$ cat src/rtl/logic_unit_pkg.sv
// Shared types for the bitwise logic unit: operation encoding and the
// per-result status flags stored alongside data when LOGIC_UNIT_FLAGS_EN
// is defined.
package logic_unit_pkg;

  typedef enum logic [2:0] {
    LOP_NOT  = 3'b000,
    LOP_AND  = 3'b001,
    LOP_OR   = 3'b010,
    LOP_XOR  = 3'b011,
    LOP_NAND = 3'b100,
    LOP_NOR  = 3'b101,
    LOP_XNOR = 3'b110,
    LOP_PASS = 3'b111
  } logic_op_e;

  typedef struct packed {
    logic zero;
    logic parity;
  } logic_flags_t;

endpackage

$ cat src/rtl/logic_unit_op_core.sv
// Combinational bitwise operation core. Result is forced to zero when
// enable is low. Flag outputs exist only with LOGIC_UNIT_FLAGS_EN.
module logic_op_core
  import logic_unit_pkg::*;
#(
  parameter int unsigned WIDTH = 32
) (
  input  logic [2:0]       op,
  input  logic             enable,
  input  logic [WIDTH-1:0] reg_s1,
  input  logic [WIDTH-1:0] reg_s2,
`ifdef LOGIC_UNIT_FLAGS_EN
  output logic_flags_t     flags,
`endif
  output logic [WIDTH-1:0] result
);

  logic_op_e op_e;

  assign op_e = logic_op_e'(op);

  // Select the bitwise function, gated by enable
  always_comb begin
    result = '0;
    if (enable) begin
      case (op_e)
        LOP_NOT:  result = ~reg_s1;
        LOP_AND:  result = reg_s1 & reg_s2;
        LOP_OR:   result = reg_s1 | reg_s2;
        LOP_XOR:  result = reg_s1 ^ reg_s2;
        LOP_NAND: result = ~(reg_s1 & reg_s2);
        LOP_NOR:  result = ~(reg_s1 | reg_s2);
        LOP_XNOR: result = ~(reg_s1 ^ reg_s2);
        LOP_PASS: result = reg_s1;
      endcase
    end
  end

`ifdef LOGIC_UNIT_FLAGS_EN
  // Status flags derived from the final (possibly gated) result
  always_comb begin
    flags        = '0;
    flags.zero   = (result == '0);
    flags.parity = ^result;
  end
`endif

endmodule

$ cat src/rtl/logic_unit.sv
// Handshaked bitwise logic unit: one registered output stage (OUT) backed
// by a skid register (SKID) so in_ready depends only on registered state.
// Optional flags (flag_zero, flag_parity) with LOGIC_UNIT_FLAGS_EN.
module logic_unit
  import logic_unit_pkg::*;
#(
  parameter int unsigned WIDTH = 32
) (
  input  logic             clk,
  input  logic             rst,
  input  logic             in_valid,
  output logic             in_ready,
  input  logic [2:0]       op,
  input  logic             enable,
  input  logic [WIDTH-1:0] reg_s1,
  input  logic [WIDTH-1:0] reg_s2,
  output logic             out_valid,
  input  logic             out_ready,
`ifdef LOGIC_UNIT_FLAGS_EN
  output logic             flag_zero,
  output logic             flag_parity,
`endif
  output logic [WIDTH-1:0] reg_d
);

  // Occupancy encoded directly as {out_v, skid_v}
  localparam logic [1:0] ST_EMPTY = 2'b00;
  localparam logic [1:0] ST_ONE   = 2'b10;
  localparam logic [1:0] ST_FULL  = 2'b11;

  logic             out_v;
  logic             skid_v;
  logic [WIDTH-1:0] out_data;
  logic [WIDTH-1:0] skid_data;
  logic [WIDTH-1:0] result;
  logic [1:0]       state;
  logic [1:0]       state_next;
  logic             accept;
  logic             emit;
  logic             load_out;
  logic             load_skid;
  logic             move_skid;

`ifdef LOGIC_UNIT_FLAGS_EN
  logic_flags_t     result_flags;
  logic_flags_t     out_flags;
  logic_flags_t     skid_flags;
`endif

  logic_op_core #(
    .WIDTH(WIDTH)
  ) u_core (
    .op     (op),
    .enable (enable),
    .reg_s1 (reg_s1),
    .reg_s2 (reg_s2),
`ifdef LOGIC_UNIT_FLAGS_EN
    .flags  (result_flags),
`endif
    .result (result)
  );

  assign state     = {out_v, skid_v};
  assign in_ready  = !skid_v;
  assign accept    = in_valid && in_ready;
  assign emit      = out_v && out_ready;
  assign out_valid = out_v;
  assign reg_d     = out_data;

`ifdef LOGIC_UNIT_FLAGS_EN
  assign flag_zero   = out_flags.zero;
  assign flag_parity = out_flags.parity;
`endif

  // Next occupancy and register load strobes
  always_comb begin
    state_next = state;
    load_out   = 1'b0;
    load_skid  = 1'b0;
    move_skid  = 1'b0;
    case (state)
      ST_EMPTY: begin
        if (accept) begin
          state_next = ST_ONE;
          load_out   = 1'b1;
        end
      end
      ST_ONE: begin
        if (accept && emit) begin
          load_out = 1'b1;
        end else if (accept) begin
          state_next = ST_FULL;
          load_skid  = 1'b1;
        end else if (emit) begin
          state_next = ST_EMPTY;
        end
      end
      ST_FULL: begin
        if (emit) begin
          state_next = ST_ONE;
          move_skid  = 1'b1;
        end
      end
      default: state_next = ST_EMPTY;
    endcase
  end

  // Valid bits
  always_ff @(posedge clk or posedge rst) begin
    if (rst) begin
      out_v  <= 1'b0;
      skid_v <= 1'b0;
    end else begin
      out_v  <= state_next[1];
      skid_v <= state_next[0];
    end
  end

  // Data registers; SKID is cleared once its contents move to OUT
  always_ff @(posedge clk or posedge rst) begin
    if (rst) begin
      out_data  <= '0;
      skid_data <= '0;
    end else begin
      if (load_out) begin
        out_data <= result;
      end else if (move_skid) begin
        out_data <= skid_data;
      end
      if (load_skid) begin
        skid_data <= result;
      end else if (move_skid) begin
        skid_data <= '0;
      end
    end
  end

`ifdef LOGIC_UNIT_FLAGS_EN
  // Flag registers follow their data word through OUT/SKID
  always_ff @(posedge clk or posedge rst) begin
    if (rst) begin
      out_flags  <= '0;
      skid_flags <= '0;
    end else begin
      if (load_out) begin
        out_flags <= result_flags;
      end else if (move_skid) begin
        out_flags <= skid_flags;
      end
      if (load_skid) begin
        skid_flags <= result_flags;
      end else if (move_skid) begin
        skid_flags <= '0;
      end
    end
  end
`endif

  // SKID is never occupied while OUT is empty
  ap_no_orphan_skid: assert property (@(posedge clk) disable iff (rst)
    !(skid_v && !out_v));

  // A stalled result stays put until taken
  ap_hold_on_stall: assert property (@(posedge clk) disable iff (rst)
    (out_v && !out_ready) |=> (out_v && $stable(out_data)));

endmodule

$ cat config.mk
export PLATFORM = sky130hd
export DESIGN_NAME = logic_unit
export DESIGN_NICKNAME = d
export VERILOG_FILES = /design/src/rtl/logic_unit_pkg.sv /design/src/rtl/logic_unit_op_core.sv /design/src/rtl/logic_unit.sv
export SDC_FILE = /design/constraint.sdc
export NUM_CORES = 1
export LEC_CHECK = 0
export ABC_AREA = 1
export ABC_CLOCK_PERIOD_IN_PS = 4400
export CAP_MARGIN = 30
export CORE_MARGIN = 4
export CORE_UTILIZATION = 45
export DETAILED_ROUTE_END_ITERATION = 8
export PLACE_DENSITY = 0.69
export SYNTH_ARGS = -nofsm -noshare
export SYNTH_HDL_FRONTEND = slang
export SYNTH_HIERARCHICAL = 1
export SYNTH_SLANG_ARGS = --single-unit
$ cat constraint.sdc
create_clock -name clk -period 4.4 [get_ports clk]
set_clock_uncertainty 0.1 [all_clocks]
set_input_delay 0.88 -clock clk [delete_from_list [all_inputs] [get_ports clk]]
set_output_delay 0.88 -clock clk [all_outputs]
set_load 0.1 [all_outputs]
==> results of run 1 <==
[kinds of logic after synthesis]
kind of cell	count (synthesis)	share of synthesized area
AO/OA/AOI/OAI	154	0.1119
AND/OR/NAND/NOR	554	0.3900
buffers and inverters	211	0.1348
flip-flops	66	0.2398
adder cells (fa/ha/maj)	68	0.1235
[cell usage in the layout (no fill, tap or decap)]
| cell | Yosys | layout |
|---|---|---|
| nand2_1 | 207 | 206 |
| nand4_1 | 136 | 136 |
| inv_1 | 117 | 116 |
| clkdlybuf4s50_1 | 0 | 102 |
| nor2_1 | 95 | 95 |
| nand3_1 | 74 | 74 |
| o21ai_0 | 71 | 71 |
| ha_1 | 68 | 68 |
| dfrtp_1 | 66 | 66 |
| o21ai_1 | 50 | 50 |
| a21oi_1 | 33 | 33 |
| nand3b_1 | 31 | 31 |
| buf_4 | 11 | 20 |
| clkbuf_16 | 0 | 9 |
| inv_2 | 4 | 5 |
| nand3_2 | 4 | 4 |
| clkbuf_1 | 14 | 4 |
| nand2_2 | 2 | 3 |
| buf_2 | 58 | 3 |
| nor2_4 | 2 | 2 |
| nor2_2 | 2 | 2 |
| nand2_4 | 1 | 1 |
| clkbuf_8 | 0 | 1 |
| buf_16 | 0 | 1 |
[registers in the layout (all words and copies together), names as in the netlist]
register   flops
out_valid      1
reg_d         32
skid_data     32
skid_v         1
[through the flow]
step / instances / utilization / power [mW] / area, sq um / hold slack [ns]
6_report: 1287 / 0.5499 / 4.572 / 8114 / 0.4054
5_1_grt: 1287 / 0.5499 / 4.873 / 8114 / 0.4343
4_1_cts: 1287 / 0.5499 / 4.595 / 8114 / 0.4111
3_5_place_dp: 1273 / 0.5327 / 3.950 / 7860 / 0.3997
3_3_place_gp: 1272 / 0.5309 / 3.934 / 7833 / 0.3916
2_1_floorplan: 1053 / - / 3.296 / 6888 / 0.3782
[critical path, cell delays in order, from the launching register on]
cell,delay (ns)
dfrtp_1,0.45
inv_1,0.14
clkdlybuf4s50_1,1.15
[where the power goes]
group | total, mW | leakage (nW) | internal, mW | switching (mW)
combinational | 2.84 | 3.11 | 0.764 | 2.08
sequential | 1.10 | 0.826 | 0.920 | 0.184
clock | 0.628 | 0.123 | 0.390 | 0.238
total | 4.57 | 4.06 | 2.07 | 2.50
[routing by layer]
layer  global-route usage  share of wire  routed length (um)  vias up
met5                    0              0                   0        -
met4              0.05134          0.011                 223        0
met3              0.03823          0.083                1679       20
met2               0.3301           0.42                8526      328
met1               0.3535           0.48                9749     3287
li1                     -              -                   -     3645
[cell usage after synthesis, drive strengths merged]
library cell  number  area, sq um
a21oi             33        165.2
buf               76        421.7
clkbuf            14        52.55
dfrtp             66         1652
ha                68        850.8
inv              121        454.2
nand2            210        800.8
nand3             78        410.4
nand3b            31        232.7
nand4            136        850.8
nor2              99        391.6
o21ai            121        605.6
[worst max-delay path by stage]
stage	start	to	slack [ns]
3_5_place_dp	op[0]	reg_d[17]$_DFFE_PP0P_	1.15
6_report	skid_v$_DFFE_PP0P_	in_ready	1.35
5_1_grt	op[0]	reg_d[17]$_DFFE_PP0P_	1.18
4_1_cts	skid_v$_DFFE_PP0P_	in_ready	1.33
2_1_floorplan	rst	out_valid$_DFFE_PP0P_	1.77
3_3_place_gp	op[0]	reg_d[17]$_DFFE_PP0P_	1.17
[area by class of cell]
class	instances	area, sq um
fill	1455	6640
clock buffer	14	254.0
sequential	66	1652
timing repair buffer	126	1214
inverter	121	454.2
multi-input combinational	776	4310
tap	184	230.2
==> impl_metrics.toml, run 1 <==
[clock_network]
postCtsHoldBufs = 0
post_cts_resize_count = 0
cts_buffer_depth = 2
cts.sinks = 66
cts_tree = "built"
clkLatencyLatePin_ns = 0.33
post_cts_buffers = 0
cts_buffers = 9
cts-htree-levels = 3
root_buffer = "clkbuf_16"
cts.clk_slew.worst_paths_ns = 0.05

[logic_synthesis]
yosysWarningCount = 6
syn_area_sq_mm = 0.006888
syn_area_per_cell_sq_um = 6.541
synth.distinct_cells = 22
synth_seq_cells = 66
syn_nets = 1193
ys_seq_area_frac = 0.2398
syn_inst = 1053

[setup_path]
rrSetupSlack_ns = 2.05
crit_required_ns = 3.42
end_kind = "output port"
critPathKind = "reg -> out"
timing.rr.end = "reg_d[15]$_DFFE_PP0P_"
regToRegStartpoint = "skid_v$_DFFE_PP0P_"
reg2reg_depth = 7
worstPathArrival_ns = 2.07
critical_path.max_fanout = 5
cp-start-kind = "flip-flop"

[job]
cap_viol_max_count = 0

[grt]
grt-ovfl-total = 0
antenna_found_initial = 0
grt_pass1_vias = 6551
grt_max_degree = 88
track_usage = 0.2282
grt_pass1_wl_um = 33800

[timing]
setup_slack_ns = 1.350
finalCritPeriodShare = 0.6932
relSlewSlack = 0.3362
hold_violations = 0
setup_viol = 0
period_needed_ns = 3.050
setup_tns_ns = 0
rsz0062_at_grt = "false"
timing.fmax_mhz = 327.9
worst_pin_slew_ns = 0.9925
finalMaxSlewViolations = 0

[hold_path]
hold_depth = 2
min_from = "skid_data[4]$_DFFE_PP0P_"
min_to = "skid_data[4]$_DFFE_PP0P_"
min_path_type = "reg -> reg"

[placement]
gp_congestion = 0.9484
dp_hpwl_um = 13090
post-place-ws_ns = 1.150
port_buffers = 105

[drt]
ant_nets = 0
wl_um = 20180
drt-vias-per-instance = 5.657
wl_per_cell_um = 15.68
route.detailed.drc = 0
drt_first_iter_violations = 1020
vias = 7280
dr.pass1.iters = 5

[floorplanning]
initial_core_util = 0.4668
pin_count = 106
die_h_um = 131.7
rows = 44
dieArea_sq_mm = 0.01735
die_w_um = 131.7
core_sq_mm = 0.01475

[outcome]
status = "finished, final reports clean"

[power_and_ir_drop]
peakVddDrop_mv = 0.3390
power_density_mw_per_mm2 = 563.5
leakage_nw = 4.058

[final_layout]
diodes = 0
nNetsFinal = 1240
syn_to_final_growth_pct = 17.80
drive_above_1_share = 0.04624
No activity file was read; power rests on OpenSTA's default activity.
==> inputs of run 2 (changes only) <==
Settings changed: ABC_CLOCK_PERIOD_IN_PS 4400 to 3100.
Clock period 4.4 ns to 3.1 ns, I/O delays scaled along.
==> run 2 against run 1 <==
First-iteration DRC count fell by 16%. Largest power group unchanged. Critical endpoint is now skid_data[15]$_DFFE_PP0P_. Hold slack improved by 0.0026 ns. Worst setup slack got worse by 0.49 ns. Clock power rose by 61%. Sequential power rose by 44%. Global-route usage fell by 0.43 points. Non-clock buffer count rose by 3. Core utilization rose by 0.17 points. Routed wire length fell by 2.7%.
==> impl_metrics.toml, run 2 (synthesis gave the netlist of run 1 again) <==
[timing]
hold_violations = 0
period_needed_ns = 2.241
finalMaxSlewViolations = 0
relSlewSlack = 0.5567
setup_viol = 0
worst_pin_slew_ns = 0.6640
finalCritPeriodShare = 0.7229
setup_tns_ns = 0
rsz0062_at_grt = "false"
timing.fmax_mhz = 446.3

[grt]
grt-ovfl-total = 0
antenna_found_initial = 0
grt_max_degree = 91
track_usage = 0.2239
grt_pass1_wl_um = 33370
grt_pass1_vias = 6572

[setup_path]
crit_required_ns = 3.24
worstPathArrival_ns = 2.38
end_kind = "flip-flop"
critPathKind = "in -> reg"
critical_path.max_fanout = 35
cp-start-kind = "input pin"

[floorplanning]
pin_count = 106
dieArea_sq_mm = 0.01735
die_w_um = 131.7
initial_core_util = 0.4668
core_sq_mm = 0.01475
die_h_um = 131.7
rows = 44

[drt]
route.detailed.drc = 0
wl_um = 19630
drt-vias-per-instance = 5.584
ant_nets = 0
dr.pass1.iters = 5
vias = 7215
drt_first_iter_violations = 854
wl_per_cell_um = 15.19

[clock_network]
cts_buffers = 9
cts.sinks = 66
cts.clk_slew.worst_paths_ns = 0.05
post_cts_resize_count = 0
root_buffer = "clkbuf_16"
post_cts_buffers = 0
postCtsHoldBufs = 0
cts-htree-levels = 3
cts_tree = "built"
cts_buffer_depth = 2
clkLatencyLatePin_ns = 0.33

[hold_path]
min_path_type = "reg -> reg"

[final_layout]
final_cells = 1292
nNetsFinal = 1243
syn_to_final_growth_pct = 18.17
layout_commonest_cell = "nand2_1"
final_cell_mix = "206 x nand2_1, 136 x nand4_1, 116 x inv_1"
drive_above_1_share = 0.08213
fillers = 1475
diodes = 0

[power_and_ir_drop]
peakVddDrop_mv = 0.4926
leakage_nw = 4.146
power_density_mw_per_mm2 = 803.3

[outcome]
status = "finished, final reports clean"

[placement]
dp_cells = 1276
gp_congestion = 0.8058
port_buffers = 105
dp_hpwl_um = 12740

[job]
cap_viol_max_count = 0
run 2: worst paths after layout:
| path | start | to | slack (ns) | cells past startpoint |
|---|---|---|---|---|
| min in group asynchronous | rst | reg_d[27]$_DFFE_PP0P_ | 0.61 | 2 |
| worst max-delay path | op[2] | skid_data[15]$_DFFE_PP0P_ | 0.86 | 9 |
| max in group asynchronous | rst | skid_data[13]$_DFFE_PP0P_ | 1.65 | 3 |
| worst max register to register | skid_v$_DFFE_PP0P_ | reg_d[26]$_DFFE_PP0P_ | 1.04 | 7 |
| worst min register to register | skid_data[22]$_DFFE_PP0P_ | skid_data[22]$_DFFE_PP0P_ | 0.41 | 2 |
| worst min-delay path | skid_data[22]$_DFFE_PP0P_ | skid_data[22]$_DFFE_PP0P_ | 0.41 | 2 |
run 2: critical path, stage by stage:
cell,delay (ns)
buf_2,0.23
buf_4,0.38
nand3_2,0.10
buf_4,0.25
o21ai_1,0.15
nor2_1,0.05
a21oi_1,0.30
inv_1,0.10
o21ai_0,0.17
run 2: report_power, final:
group | total [mW] | switching [mW] | internal, mW
clock network | 1.01 | 0.348 | 0.665
registers | 1.58 | 0.269 | 1.31
logic | 3.95 | 2.93 | 1.02
run 2: through the flow:
stage | instance area, sq um | hold WS (ns) | worst slack (ns) | power (mW) | utilization
floorplan | 6888 | 0.3782 | 0.7252 | 4.678 | -
global placement | 7840 | 0.3911 | 0.5696 | 5.522 | 0.5314
detailed placement | 7840 | 0.3994 | 0.5797 | 5.548 | 0.5314
CTS | 8139 | 0.4111 | 0.9273 | 6.590 | 0.5516
global route | 8139 | 0.4291 | 0.7146 | 6.988 | 0.5516
finish | 8139 | 0.4080 | 0.8591 | 6.538 | 0.5516
run 2: layout make-up:
class | instances | area (sq um) | area share
clock buffers | 14 | 264.0 | 0.03244
clock inverters | 2 | 35.03 | 0.004304
inverters | 121 | 454.2 | 0.05580
multi-input cells | 776 | 4310 | 0.5296
flip-flops and latches | 66 | 1652 | 0.2029
well taps | 184 | 230.2 | 0.02829
repair buffers | 129 | 1194 | 0.1467
run 2: layer usage:
| layer | share of wire | global-route usage |
|---|---|---|
| met2 | 0.44 | 0.3453 |
| met4 | 0.0098 | 0.04726 |
| met3 | 0.062 | 0.02485 |
| met1 | 0.49 | 0.3379 |
| met5 | 0 | 0 |
